### config.mk
export PLATFORM = sky130hd
export DESIGN_NAME = calc_control
export DESIGN_NICKNAME = d
export VERILOG_FILES = /design/src/rtl/calc_control.sv
export SDC_FILE = /design/constraint.sdc
export NUM_CORES = 1
export LEC_CHECK = 0
export CAP_MARGIN = 25
export CORE_MARGIN = 3
export CORE_UTILIZATION = 52
export CTS_CLUSTER_DIAMETER = 60
export DETAILED_ROUTE_END_ITERATION = 10
export GPL_ROUTABILITY_DRIVEN = 0
export GPL_TIMING_DRIVEN = 1
export PLACE_DENSITY = 0.75
export SYNTH_ARGS = -nofsm -noshare
export SYNTH_HDL_FRONTEND = slang
export SYNTH_SLANG_ARGS = --single-unit
### constraint.sdc
create_clock -name clk -period 2.41 [get_ports clk]
set_input_delay 0.482 -clock clk [delete_from_list [all_inputs] [get_ports clk]]
set_output_delay 0.482 -clock clk [all_outputs]
set_load 0.02 [all_outputs]
### src/rtl/calc_control.sv
// Keypad sequencer for a four-function calculator. Decodes one key per
// key_valid strobe into single-cycle write commands for the operand/operator
// storage, tracks which operand is being entered, limits operand length to
// MAX_DIGITS, and expands a digit typed over a displayed result into a
// two-cycle "clear, then write digit" sequence.
module calc_control #(
  parameter int MAX_DIGITS = 4
) (
  input  logic       clk,
  input  logic       rst_n,
  input  logic [3:0] key_code,
  input  logic       key_valid,
  output logic [3:0] num,
  output logic [1:0] operator,
  output logic [1:0] save_enable,
  output logic       clear_enable,
  output logic       equ_enable,
  output logic       op_enable,
  output logic       busy,
  output logic       overflow,
  output logic [1:0] state
);

  typedef enum logic [1:0] {
    S_OP1 = 2'b00,
    S_OPR = 2'b01,
    S_OP2 = 2'b10,
    S_RES = 2'b11
  } state_t;

  localparam logic [1:0] SAVE_NONE = 2'b00;
  localparam logic [1:0] SAVE_OP1  = 2'b01;  // operand 1 or result
  localparam logic [1:0] SAVE_OPR  = 2'b10;  // operator write or full clear
  localparam logic [1:0] SAVE_OP2  = 2'b11;

  // Counters only need to reach MAX_DIGITS (at most 4).
  localparam int          CW      = 3;
  localparam logic [CW-1:0] CNT_MAX = CW'(MAX_DIGITS);

  state_t          state_q, state_d;
  logic [CW-1:0]   cnt1_q, cnt1_d;
  logic [CW-1:0]   cnt2_q, cnt2_d;
  logic [3:0]      held_q, held_d;
  logic            busy_q, busy_d;
  logic [3:0]      num_q, num_d;
  logic [1:0]      opr_q, opr_d;
  logic [1:0]      save_q, save_d;
  logic            clear_q, clear_d;
  logic            equ_q, equ_d;
  logic            op_q, op_d;
  logic            ovf_q, ovf_d;

  logic is_digit, is_opr, is_equ, is_clr;

  assign is_digit = (key_code <= 4'd9);
  assign is_opr   = (key_code >= 4'hA) && (key_code <= 4'hD);
  assign is_equ   = (key_code == 4'hE);
  assign is_clr   = (key_code == 4'hF);

  // State, counters, held digit and all command outputs are registered here.
  always_ff @(posedge clk) begin
    // NOTE: sequential state uses non-blocking assignments so every register
    // samples the pre-edge values computed by the combinational block.
    if (!rst_n) begin
      // NOTE: the held digit is reset too, so an aborted two-cycle sequence
      // cannot leak a stale digit into a later write.
      state_q <= S_OP1;
      cnt1_q  <= '0;
      cnt2_q  <= '0;
      held_q  <= '0;
      busy_q  <= 1'b0;
      num_q   <= '0;
      opr_q   <= '0;
      save_q  <= SAVE_NONE;
      clear_q <= 1'b0;
      equ_q   <= 1'b0;
      op_q    <= 1'b0;
      ovf_q   <= 1'b0;
    end else begin
      state_q <= state_d;
      cnt1_q  <= cnt1_d;
      cnt2_q  <= cnt2_d;
      held_q  <= held_d;
      busy_q  <= busy_d;
      num_q   <= num_d;
      opr_q   <= opr_d;
      save_q  <= save_d;
      clear_q <= clear_d;
      equ_q   <= equ_d;
      op_q    <= op_d;
      ovf_q   <= ovf_d;
    end
  end

  // Key decode: next state, counter updates and the next command pulse.
  always_comb begin
    // NOTE: every target gets a default first, so no path infers a latch and
    // the pulse outputs fall back to zero on any cycle without a command.
    state_d = state_q;
    cnt1_d  = cnt1_q;
    cnt2_d  = cnt2_q;
    held_d  = held_q;
    busy_d  = 1'b0;
    num_d   = num_q;
    opr_d   = opr_q;
    save_d  = SAVE_NONE;
    clear_d = 1'b0;
    equ_d   = 1'b0;
    op_d    = 1'b0;
    ovf_d   = 1'b0;

    if (busy_q) begin
      // Second half of "digit over result": write the held digit. Any key
      // arriving this cycle, clear included, is dropped.
      save_d  = SAVE_OP1;
      num_d   = held_q;
      cnt1_d  = CW'(1);
      state_d = S_OP1;
    end else if (key_valid) begin
      if (is_clr) begin
        save_d  = SAVE_OPR;
        clear_d = 1'b1;
        state_d = S_OP1;
        cnt1_d  = '0;
        cnt2_d  = '0;
      end else begin
        unique case (state_q)
          S_OP1: begin
            if (is_digit) begin
              if (cnt1_q < CNT_MAX) begin
                save_d = SAVE_OP1;
                num_d  = key_code;
                cnt1_d = cnt1_q + CW'(1);
              end else begin
                ovf_d = 1'b1;
              end
            end else if (is_opr) begin
              save_d  = SAVE_OPR;
              op_d    = 1'b1;
              opr_d   = 2'(key_code - 4'hA);
              cnt2_d  = '0;
              state_d = S_OPR;
            end
          end
          S_OPR: begin
            if (is_digit) begin
              save_d  = SAVE_OP2;
              num_d   = key_code;
              cnt2_d  = CW'(1);
              state_d = S_OP2;
            end else if (is_opr) begin
              save_d = SAVE_OPR;
              op_d   = 1'b1;
              opr_d  = 2'(key_code - 4'hA);
            end
          end
          S_OP2: begin
            if (is_digit) begin
              if (cnt2_q < CNT_MAX) begin
                save_d = SAVE_OP2;
                num_d  = key_code;
                cnt2_d = cnt2_q + CW'(1);
              end else begin
                ovf_d = 1'b1;
              end
            end else if (is_equ) begin
              save_d  = SAVE_OP1;
              equ_d   = 1'b1;
              state_d = S_RES;
            end
          end
          S_RES: begin
            if (is_digit) begin
              // First half: full clear now, digit write on the next cycle.
              save_d  = SAVE_OPR;
              clear_d = 1'b1;
              state_d = S_OP1;
              cnt1_d  = '0;
              cnt2_d  = '0;
              held_d  = key_code;
              busy_d  = 1'b1;
            end
          end
          default: state_d = S_OP1;
        endcase
      end
    end
  end

  assign num          = num_q;
  assign operator     = opr_q;
  assign save_enable  = save_q;
  assign clear_enable = clear_q;
  assign equ_enable   = equ_q;
  assign op_enable    = op_q;
  assign busy         = busy_q;
  assign overflow     = ovf_q;
  assign state        = state_q;

endmodule

== Word-level counts from Yosys, hierarchy flattened ==
Cells that the tools add are included.

* Add/sub/neg operators: 3
* Magnitude comparators: 5
* Eq/ne operators: 24
* Muxes and demuxes: 53
* Bitwise gates (word level): 7
* Reductions and logical operators: 19

{| class="wikitable"
|+ Operators by type and width
! cell !! count
|-
| $ne 3x3->1 const B || 15
|-
| $mux 4 || 8
|-
| $mux 3 || 10
|-
| $mux 2 || 14
|-
| $pmux 2 s4 || 2
|-
| $reduce_and 8->1 || 2
|-
| $mux 1 || 15
|-
| $reduce_and 5->1 || 3
|-
| $ne 4x4->1 const B || 3
|-
| $pmux 3 s4 || 1
|-
| $pmux 4 s3 || 1
|-
| $reduce_or 6->1 || 2
|-
| $eq 4x4->1 const B || 2
|-
| $le 4x4->1 const B || 2
|-
| $reduce_bool 4->1 || 2
|-
| $not 1->1 || 7
|-
| $reduce_and 7->1 || 1
|-
| $add 3x1->3 const B || 2
|-
| $lt 3x3->1 const B || 2
|-
| $pmux 3 s2 || 1
|-
| $reduce_and 6->1 || 1
|-
| $eq 2x2->1 const B || 2
|-
| $ge 4x4->1 const B || 1
|-
| $reduce_or 2->1 || 2
|-
| 10 further kinds || 10
|}

* Bits in registers: 25
* Input bits: 7
* Output and inout bits: 15
* Word-level logic and storage cells: 125

== Depth between registers and ports, before layout ==
Gate-level depths: netlist of run 1.

* Depth in word-level cells: 8
* Depth in mapped cells: 9
* Gate-level depth less buffers: 7

== Least setup slack after synthesis of run 1 ==
No wires, ideal clock.

* Kind: register -> register
* Start point: reg state_q[0], in the netlist state[0]
* End point: reg cnt2_q[2]
* Setup time: 0.121 ns
* Data arrival time: 1.919 ns
* Data required time: 2.289 ns
* Slack: 0.370 ns
* Stages on the path, launching flop included: 10
* Buffers on the path: 2
* Clock period less this slack: 2.040 ns
* Cell sequence: dfxtp_1 > inv_1 > ha_1 > clkbuf_1 > inv_1 > a21oi_2 > or4_1 > buf_2 > a21oi_2 > o22ai_1

* Longest elaborated chain between the ends: 3
* Elaborated cells on any way between the ends: 13
* Those cells by class: eq/ne (9); mux (2); reduce/logical (2)

{| class="wikitable"
|+ Ends and longest elaborated chain
! what !! line !! text
|-
| from (decl) || 40 || <nowiki>state_t state_q, state_d;</nowiki>
|-
| from (signal assigned) || 80 || <nowiki>state_q <= state_d;</nowiki>
|-
| $eq 2x2->1, or another cell as far along || 127 || <nowiki>unique case (state_q)</nowiki>
|-
| $ne 3x3->1 (no line) or $pmux 3 s4 (tied branches) || n/a ||
|-
| $reduce_and 8->1 (no line) or $mux 3 (tied branches) || n/a ||
|-
| to (signal assigned) || 82 || <nowiki>cnt2_q <= cnt2_d;</nowiki>
|-
| to (decl) || 42 || <nowiki>logic [CW-1:0] cnt2_q, cnt2_d;</nowiki>
|}

Parallel ways exist; a longest one is shown, timed or not.
A chain may end at the register's enable or synchronous reset.

== Final worst setup path of run 1 ==
* Start point: reg busy_q, in the netlist busy
* End point: out busy

{| class="wikitable"
|+ RTL lines
! what !! line !! text
|-
| from (decl) || 44 || <nowiki>logic busy_q, busy_d;</nowiki>
|-
| from (signal assigned) || 84 || <nowiki>busy_q <= busy_d;</nowiki>
|-
| to (decl) || 19 || <nowiki>output logic busy,</nowiki>
|}

No word-level cell between the ends.

==> results list, run 1 <==
- For this run, the leading register cell type out of synthesis is sky130_fd_sc_hd__dfxtp_1.
* Area growth from synthesis to layout: 24.6%
- STA classifies the critical path endpoint as an output pin.
- Remaining routing DRC violations: 0
- The number of nets in the synthesized netlist is 170.
- Remaining global-route overflow: 0
- The floorplan has 17 rows.
* Starting Density: a little under three fifths
* Number of flops mapped to enable cells by yosys: 0
- Top library cells by usage in the layout, fill and taps aside: 25 x sky130_fd_sc_hd__dfxtp_1, 21 x sky130_fd_sc_hd__clkdlybuf4s50_1, 15 x sky130_fd_sc_hd__nand2_1
- Counting cells, the worst reg-to-reg path comes to 9.
* Hold-fix buffers, CTS: 0
* Path class of the lowest-slack min-delay path: flop to flop
* Cells on Worst Hold Path: 2
- The worst setup path is of the flop to output pin kind.
* Relative contribution of combinational cells to total power: approximately 23%
- Number of antenna violations at the first check in global routing: 0
- Maximum vdd ir drop: ~0.41 mV
- Drt first pass iters: 4
- Leaving out fill and tap cells, the most frequent cell in the layout is sky130_fd_sc_hd__dfxtp_1.
* Clock net sink count: 25
- The HPWL after detailed placement is 2510 µm.
* Result of the run: finished clean
- Relative max-transition margin: 62.8%
- Setup Total Neg Slack: 0 ns
- I/O pin count: 22
* Clock period minus final worst setup slack: 2.21 ns
- The analysis attributes to net switching a power of about 230 µW.
- Clock Skew: about 0.001 ns
- Max-slew violation count: 0
- The signal on the critical path passes through clkdlybuf4s50_1.
* Clock group share of total power: 23.1%
- Total global routing track utilization: 21.4%
* Cell area after synthesis: ~0.0013 mm²
- Worst Setup Slack post-DPL: about 0.020 ns
- Ratio of routed vias to standard cells: just over 6
- Cell leakage power: between 0.0007 and 0.0008 µW
- CTS built an H-tree with a depth of 1.
- Area of the die: between 0.003 and 0.004 mm²
- Final setup viols: 0
- Largest fanout of any net on the critical path: 12
- Of the available clock period, the critical path in the final layout requires around nine tenths.
- Sequential cell area fraction in the yosys report: ~37%
- Worst Max-Slew Pin Slew: 0.557 ns
- Timing would allow up to about 450 MHz.
- At the worst endpoint, the required time is roughly 1.9 ns.
- After technology mapping, the gate count stands at 157.
- Number of distinct standard cells referenced by the synthesized netlist: 37
* TritonCTS buffer count: 3
* Wire length of the first global-routing pass: 5530 µm
* Post-synth ARST share: 0%
* Buffering stage count on the worst path with inverters included: 1
- Family with the most delay on the worst path: buffers and inverters
* Routed vias: about 1300
- In this run the number of cells on the critical path is 1.
* Mean routed wirelength per cell: 15.1 µm
- The via count of the first global-routing pass is 1253.
* Mean instance size in the synthesized netlist: ~8.5 µm²
- The number of hold violations in the final report was 0.
- Of the total power, registers draw 54.3%.
- The region available for standard cell placement spans about 0.0023 mm².
- Switching part of the total power: 28.3%
- The die is 56.7 µm wide.
- The count of nets left with antenna violations once routing finished came out at 0.
* Die span in y: around 57 µm
- Antenna diode count: 0
- Number of DRC violations after detailed-routing iteration 0: 67
* Net count, final: between 200 and 250
- Once the clock tree was built, the setup fixing pass inserted 0 buffers.
- The Yosys step of the flow raised 0 warnings.
- Entering global routing, the biggest net connects 20 pins.
* Power density relative to cell area: approximately 480 mW/mm²
* Number of max-cap violations: 0
- Setup repair after global routing left no endpoint under its margin.
- Slowest cell on crit path: sky130_fd_sc_hd__clkdlybuf4s50_1
- On the worst path, the slowest cell contributes a delay of around 0.7 ns.
- The clock passes through at most 2 buffers.
- The clock reaches the later pin of the worst-skew pair after ~0.32 ns.
* Quantity of I/O buffers inserted on ports: 21
- Once the clock tree was built, the resizer swapped 0 gates to a different size.
- The internal power of the cells totals slightly below 600 µW.
- Setup slack closes at approximately 0.20 ns.
* Data arrival time of the critical path: 1.73 ns
- CTS clock-pin slew for the worst setup and hold paths: about 0.13 ns
- Share of layout cells above drive strength 1: approximately a tenth
- The routed design has roughly 3200 µm of wire.
- Clock tree root buffer cell: sky130_fd_sc_hd__clkbuf_4
* Clock tree from TritonCTS: built
- STA classifies the critical path startpoint as a flop.
- The synthesized design contains 25 register bits.
## final timing paths
| path | from | endpoint | slack [ns] |
|---|---|---|---|
| min | cnt2_q[1]$_SDFFE_PN0P_ | cnt2_q[1]$_SDFFE_PN0P_ | 0.50 |
| min reg2reg | cnt2_q[1]$_SDFFE_PN0P_ | cnt2_q[1]$_SDFFE_PN0P_ | 0.50 |
| max reg2reg | state[0]$_SDFFE_PP0P_ | state[1]$_SDFFE_PP0P_ | 0.34 |
| max | busy$_SDFF_PP0_ | busy | 0.20 |
## per-layer routing
layer	routed length, µm	up-vias	part of all wire [%]	global-route usage [%]
met4	58	0	1.8	7.46
li1	-	627	-	-
met3	291	9	9.0	4.14
met2	1570	63	48	37.0
met1	1320	600	41	26.2
met5	0	-	0	0
## power by group through the flow
stage	combinational (µW)	sequential, µW	clock, µW
after global routing	199	440	209
final	181	438	186
after CTS	179	438	192
after detailed placement	178	447	0
after floorplan	90.6	461	0
after global placement	175	446	0
## logic make-up (layout without fill, tap and decap cells)
group | Yosys count | count (layout) | share of synthesized area [%]
DFF | 25 | 25 | 37.5
xor gates and xnor gates | 1 | 1 | 0.656
buffers and inverters | 16 | 46 | 5.53
muxes | 10 | 10 | 7.50
adders and majority gates | 7 | 7 | 6.37
AOI/OAI and AO/OA | 39 | 39 | 19.8
and+or+nand+nor | 59 | 59 | 22.7
## stage by stage
| step | instances | total power, µW | cell area [µm²] | util, % | hold slack, ns |
|---|---|---|---|---|---|
| floorplan | 157 | 552 | 1340 | - | 0.441 |
| global placement | 211 | 621 | 1640 | 70.6 | 0.454 |
| detailed placement | 211 | 626 | 1640 | 70.6 | 0.478 |
| CTS | 215 | 809 | 1660 | 71.8 | 0.499 |
| global route | 215 | 848 | 1660 | 71.8 | 0.511 |
| finish | 215 | 806 | 1660 | 71.8 | 0.501 |
## state kept, by name, summed over array words and instances (netlist names), 2 cells and up
name and count:
cnt1_q 3, cnt2_q 3, held_q 4, num 4, operator 2, save_enable 2, state 2
## final cells by class
type,instances,area [µm²]
multi-input combinational,116,761
fill,191,654
sequential,25,500
timing repair buffer,35,315
tap,28,35.0
clock buffer,4,26.3
inverter,7,26.3
## cell usage after synthesis (4+ instances only)
library cell / number / share of area [%]
sky130_fd_sc_hd__a21oi_1: 10 / 3.7
sky130_fd_sc_hd__dfxtp_1: 25 / 37
sky130_fd_sc_hd__ha_1: 6 / 5.6
sky130_fd_sc_hd__nand2_1: 15 / 4.2
sky130_fd_sc_hd__nand3_1: 7 / 2.6
sky130_fd_sc_hd__nor2_1: 10 / 2.8
sky130_fd_sc_hd__nand4_1: 4 / 1.9
sky130_fd_sc_hd__inv_1: 7 / 2.0
sky130_fd_sc_hd__clkbuf_1: 4 / 1.1
sky130_fd_sc_hd__o21ai_0: 6 / 2.2
sky130_fd_sc_hd__nor2b_1: 8 / 3.7
sky130_fd_sc_hd__o211a_1: 5 / 3.7
sky130_fd_sc_hd__nor3_1: 4 / 1.5
sky130_fd_sc_hd__mux2i_1: 10 / 7.5
(Power assumes the default switching activity.)
==> run 2, diff against run 1 <==
CORE_MARGIN = 1.5   (was 3)
==> run 2 against run 1 <==
Effect of this change:
- die area fell by 10%
- global-route usage rose by 5.1 points
- cell count rose by 1.9%
- register-to-register slack improved by 0.02 ns
- non-clock buffer count rose by 2
- clock skew rose by 0.0048 ns
- combinational power rose by 2%
- sequential power barely moved
- worst hold slack got worse by 0.0033 ns
- utilization fell by 3.3 points
- flip-flop and latch count did not move
- count of clock-buffer cells in the layout did not move
==> results list, run 2 (synthesized netlist as in run 1, its figures left out) <==
* CP Cell Sequence: clkdlybuf4s50_1
- The post-detailed-route wirelength per cell is 15.3 µm (+1.7%).
- The global-route congestion overflow total was 0 (unchanged).
- Footprint of the multi-input gates: 761 µm² (unchanged)
- Clock period minus final worst setup slack: 2.24 ns (+0.0221 ns)
- The count of final setup violators came to 0 (unchanged).
- The number of violations of the max-capacitance limit came to 0 (unchanged).
- Switching part of the total power: 28.2% (-0.10 points)
- Worst Max-Slew Pin Slew: 0.582 ns (+0.0258 ns)
- The fraction of power consumed by combinational cells came to 22.9% (+0.4 points).
- CTS placed an instance of sky130_fd_sc_hd__clkbuf_4 at the clock tree root.
- Quantity of I/O buffers inserted on ports: 21 (unchanged)
- The post-route clock period utilization came to 92.8% (+0.92 points).
* Final HPWL DP: 2540 µm (+1.0%)
* Number of antenna violations at the first check in global routing: 0 (unchanged)
- Share of layout cells above drive strength 1: 11.1% (+0.95 points)
* Latest clock arrival within the worst-skew pair: 0.32 ns (about the same)
- STA classifies the critical path endpoint as an output pin.
* Number of hold-slack violations in the final timing report: 0 (unchanged)
- Routed vias: 1322 (+1.8%)
- Top library cells by usage in the layout, fill and taps aside: 25 x sky130_fd_sc_hd__dfxtp_1, 21 x sky130_fd_sc_hd__clkdlybuf4s50_1, 16 x sky130_fd_sc_hd__buf_4
- The row count was 18 (+1).
* Area used by sequential logic in the layout: 500 µm² (unchanged)
* Clock Skew: 0.00580 ns (+0.00478 ns)
- Data arrival time of the critical path: 1.75 ns (+0.02 ns)
- The worst-case vdd ir drop came to 0.431 mV (+4.3%).
- The die area is 0.00288 mm² (-10%).
* Ratio of routed vias to standard cells: 6.04 (about the same)
- Largest net degree at the start of global routing: 20 (unchanged)
- Kind of start point of the critical path: flop
- The fill cell total of the finished layout is 225 (+18%).
* Antenna diode count: 0 (unchanged)
* Worst endpoint required time: 1.93 ns (about the same)
- Max-slew violation count: 0 (unchanged)
- The violation count after the first detailed-route iteration came to 53 (-21%).
* Cell leakage power: 0.000719 µW (+1.4%)
- Switch Pwr: 227 µW (-0.19%)
- The clock slew at the register clock pins of the worst setup and hold paths was 0.13 ns (about the same).
- The overall die width was 53.7 µm (-5.3%).
* H-Tree Depth: 1 (unchanged)
- The number of detailed-routing iterations run before antenna repair was 5 (+1).
- The effective utilization at floorplan is 54.4% (-3.2 points).
* Sequential share of power: 54.3% (about the same)
- Buffering stage count on the worst path with inverters included: 1 (unchanged)
* Floorplan core area: 0.00245 mm² (+5.9%)
- Net count, final: 203 (+1.0%)
- Slowest cell on crit path: sky130_fd_sc_hd__clkdlybuf4s50_1
* Die span in y: 53.7 µm (-5.3%)
- The number of I/O pins was 22 (unchanged).
* Area growth from synthesis to layout: 26.0%
- The buffer count from post-CTS setup fixing came to 0 (unchanged).
- The flow ran to the end, and the final reports show no timing, DRC or antenna violations.
* Path class of the lowest-slack min-delay path: flop to flop
* Wire length of the first global-routing pass: 5500 µm (-0.49%)
* Min setup slack post-route: 0.173 ns (-0.0221 ns)
- The share of total power in the clock network was 22.8% (-0.3 points).
- Most common library cell in the layout ignoring fill and taps: sky130_fd_sc_hd__dfxtp_1
- The via count of the first global-routing pass came to 1269 (+1.3%).
* Total of cells resized after clock tree synthesis: 0 (unchanged)
- Worst slack on hold paths: 0.498 ns (-0.00332 ns)
- Int Power: 580 µW (+0.31%)
- The longest individual stage delay on the worst path was 0.72 ns (about the same).
- Power density relative to cell area: 480 mW/mm² (-0.87%)
- The maximum clock path buffer count came to 2 (unchanged).
- Family with the most delay on the worst path: buffers and inverters
- The largest fanout on the critical path came to 12 (unchanged).
- The number of remaining DRC errors was 0 (unchanged).
- The setup slack after placement was -0.0775 ns (-0.0974 ns).
* Fmax: 447 MHz (-0.99%)
- TritonCTS buffer count: 3 (unchanged)
* Hold-fix buffers, CTS: 0 (unchanged)
- Critical Setup Path Class: flop to output pin
* Total global routing track utilization: 26.5% (+5.1 points)
- TritonCTS built the clock tree.
* Unrepaired setup endpoints after global routing: no
- The CTS sink count came to 25 (unchanged).
- Wirelength, routed: 3360 µm (+3.6%)
- The relative slew slack came to 61.1% (-1.7 points).
- The antenna violation net count after detailed routing was 0 (unchanged).
==> run 2: cell count changes in the layout (fill, tap and decap cells not counted), sizes merged <==
cell | before | now
buf | 14 | 16
==> run 2: path summary, 6_finish.rpt <==
kind,from,end,slack [ns],depth (start not counted)
max,busy$_SDFF_PP0_,busy,0.17,1
min reg2reg,cnt2_q[1]$_SDFFE_PN0P_,cnt2_q[1]$_SDFFE_PN0P_,0.50,2
max reg2reg,state[0]$_SDFFE_PP0P_,cnt2_q[2]$_SDFFE_PN0P_,0.36,7
min,cnt2_q[1]$_SDFFE_PN0P_,cnt2_q[1]$_SDFFE_PN0P_,0.50,2
==> run 2: final cells by class <==
class | instances | area share, %
Multi-Input combinational cell | 116 | 45.2
Tap cell | 30 | 2.23
Sequential cell | 25 | 29.8
Timing Repair Buffer | 37 | 19.6
Clock buffer | 4 | 1.56
Inverter | 7 | 1.56
==> run 2: power by group through the flow <==
| stage | clock, µW | combinational [µW] | sequential, µW |
|---|---|---|---|
| global route | 206 | 201 | 440 |
| finish | 184 | 185 | 438 |
| floorplan | 0 | 90.6 | 461 |
| global placement | 0 | 177 | 446 |
| CTS | 188 | 183 | 438 |
| detailed placement | 0 | 182 | 448 |
==> run 2: per-stage QoR <==
stage	setup TNS [ns]	cells	instance area [µm²]	utilization, %	power (µW)
after floorplan	0	157	1340	-	552
after global placement	0	215	1660	67.4	623
after detailed placement	-0.134	215	1660	67.4	630
after CTS	0	219	1680	68.5	810
after global routing	0	219	1680	68.5	847
final	0	219	1680	68.5	807
==> run 2: worst register-to-register path, delay by kind of cell, from the launching register on <==
kind / cells / cell delay [ns]
AND/OR/NAND/NOR: 1 / 0.64
AO/OA/AOI/OAI: 3 / 0.30
buffers and inverters: 2 / 0.26
adder cells (fa/ha/maj): 1 / 0.33
flip-flops: 1 / 0.42
==> run 2: metal layers <==
metal | global-route usage (%) | part of all wire (%) | vias to the layer above
met2 | 47.0 | 49 | 71
met3 | 2.78 | 6.0 | 15
met4 | 13.7 | 3.7 | 0
li1 | - | - | 629
met1 | 31.3 | 41 | 607
met5 | 0 | 0 | -
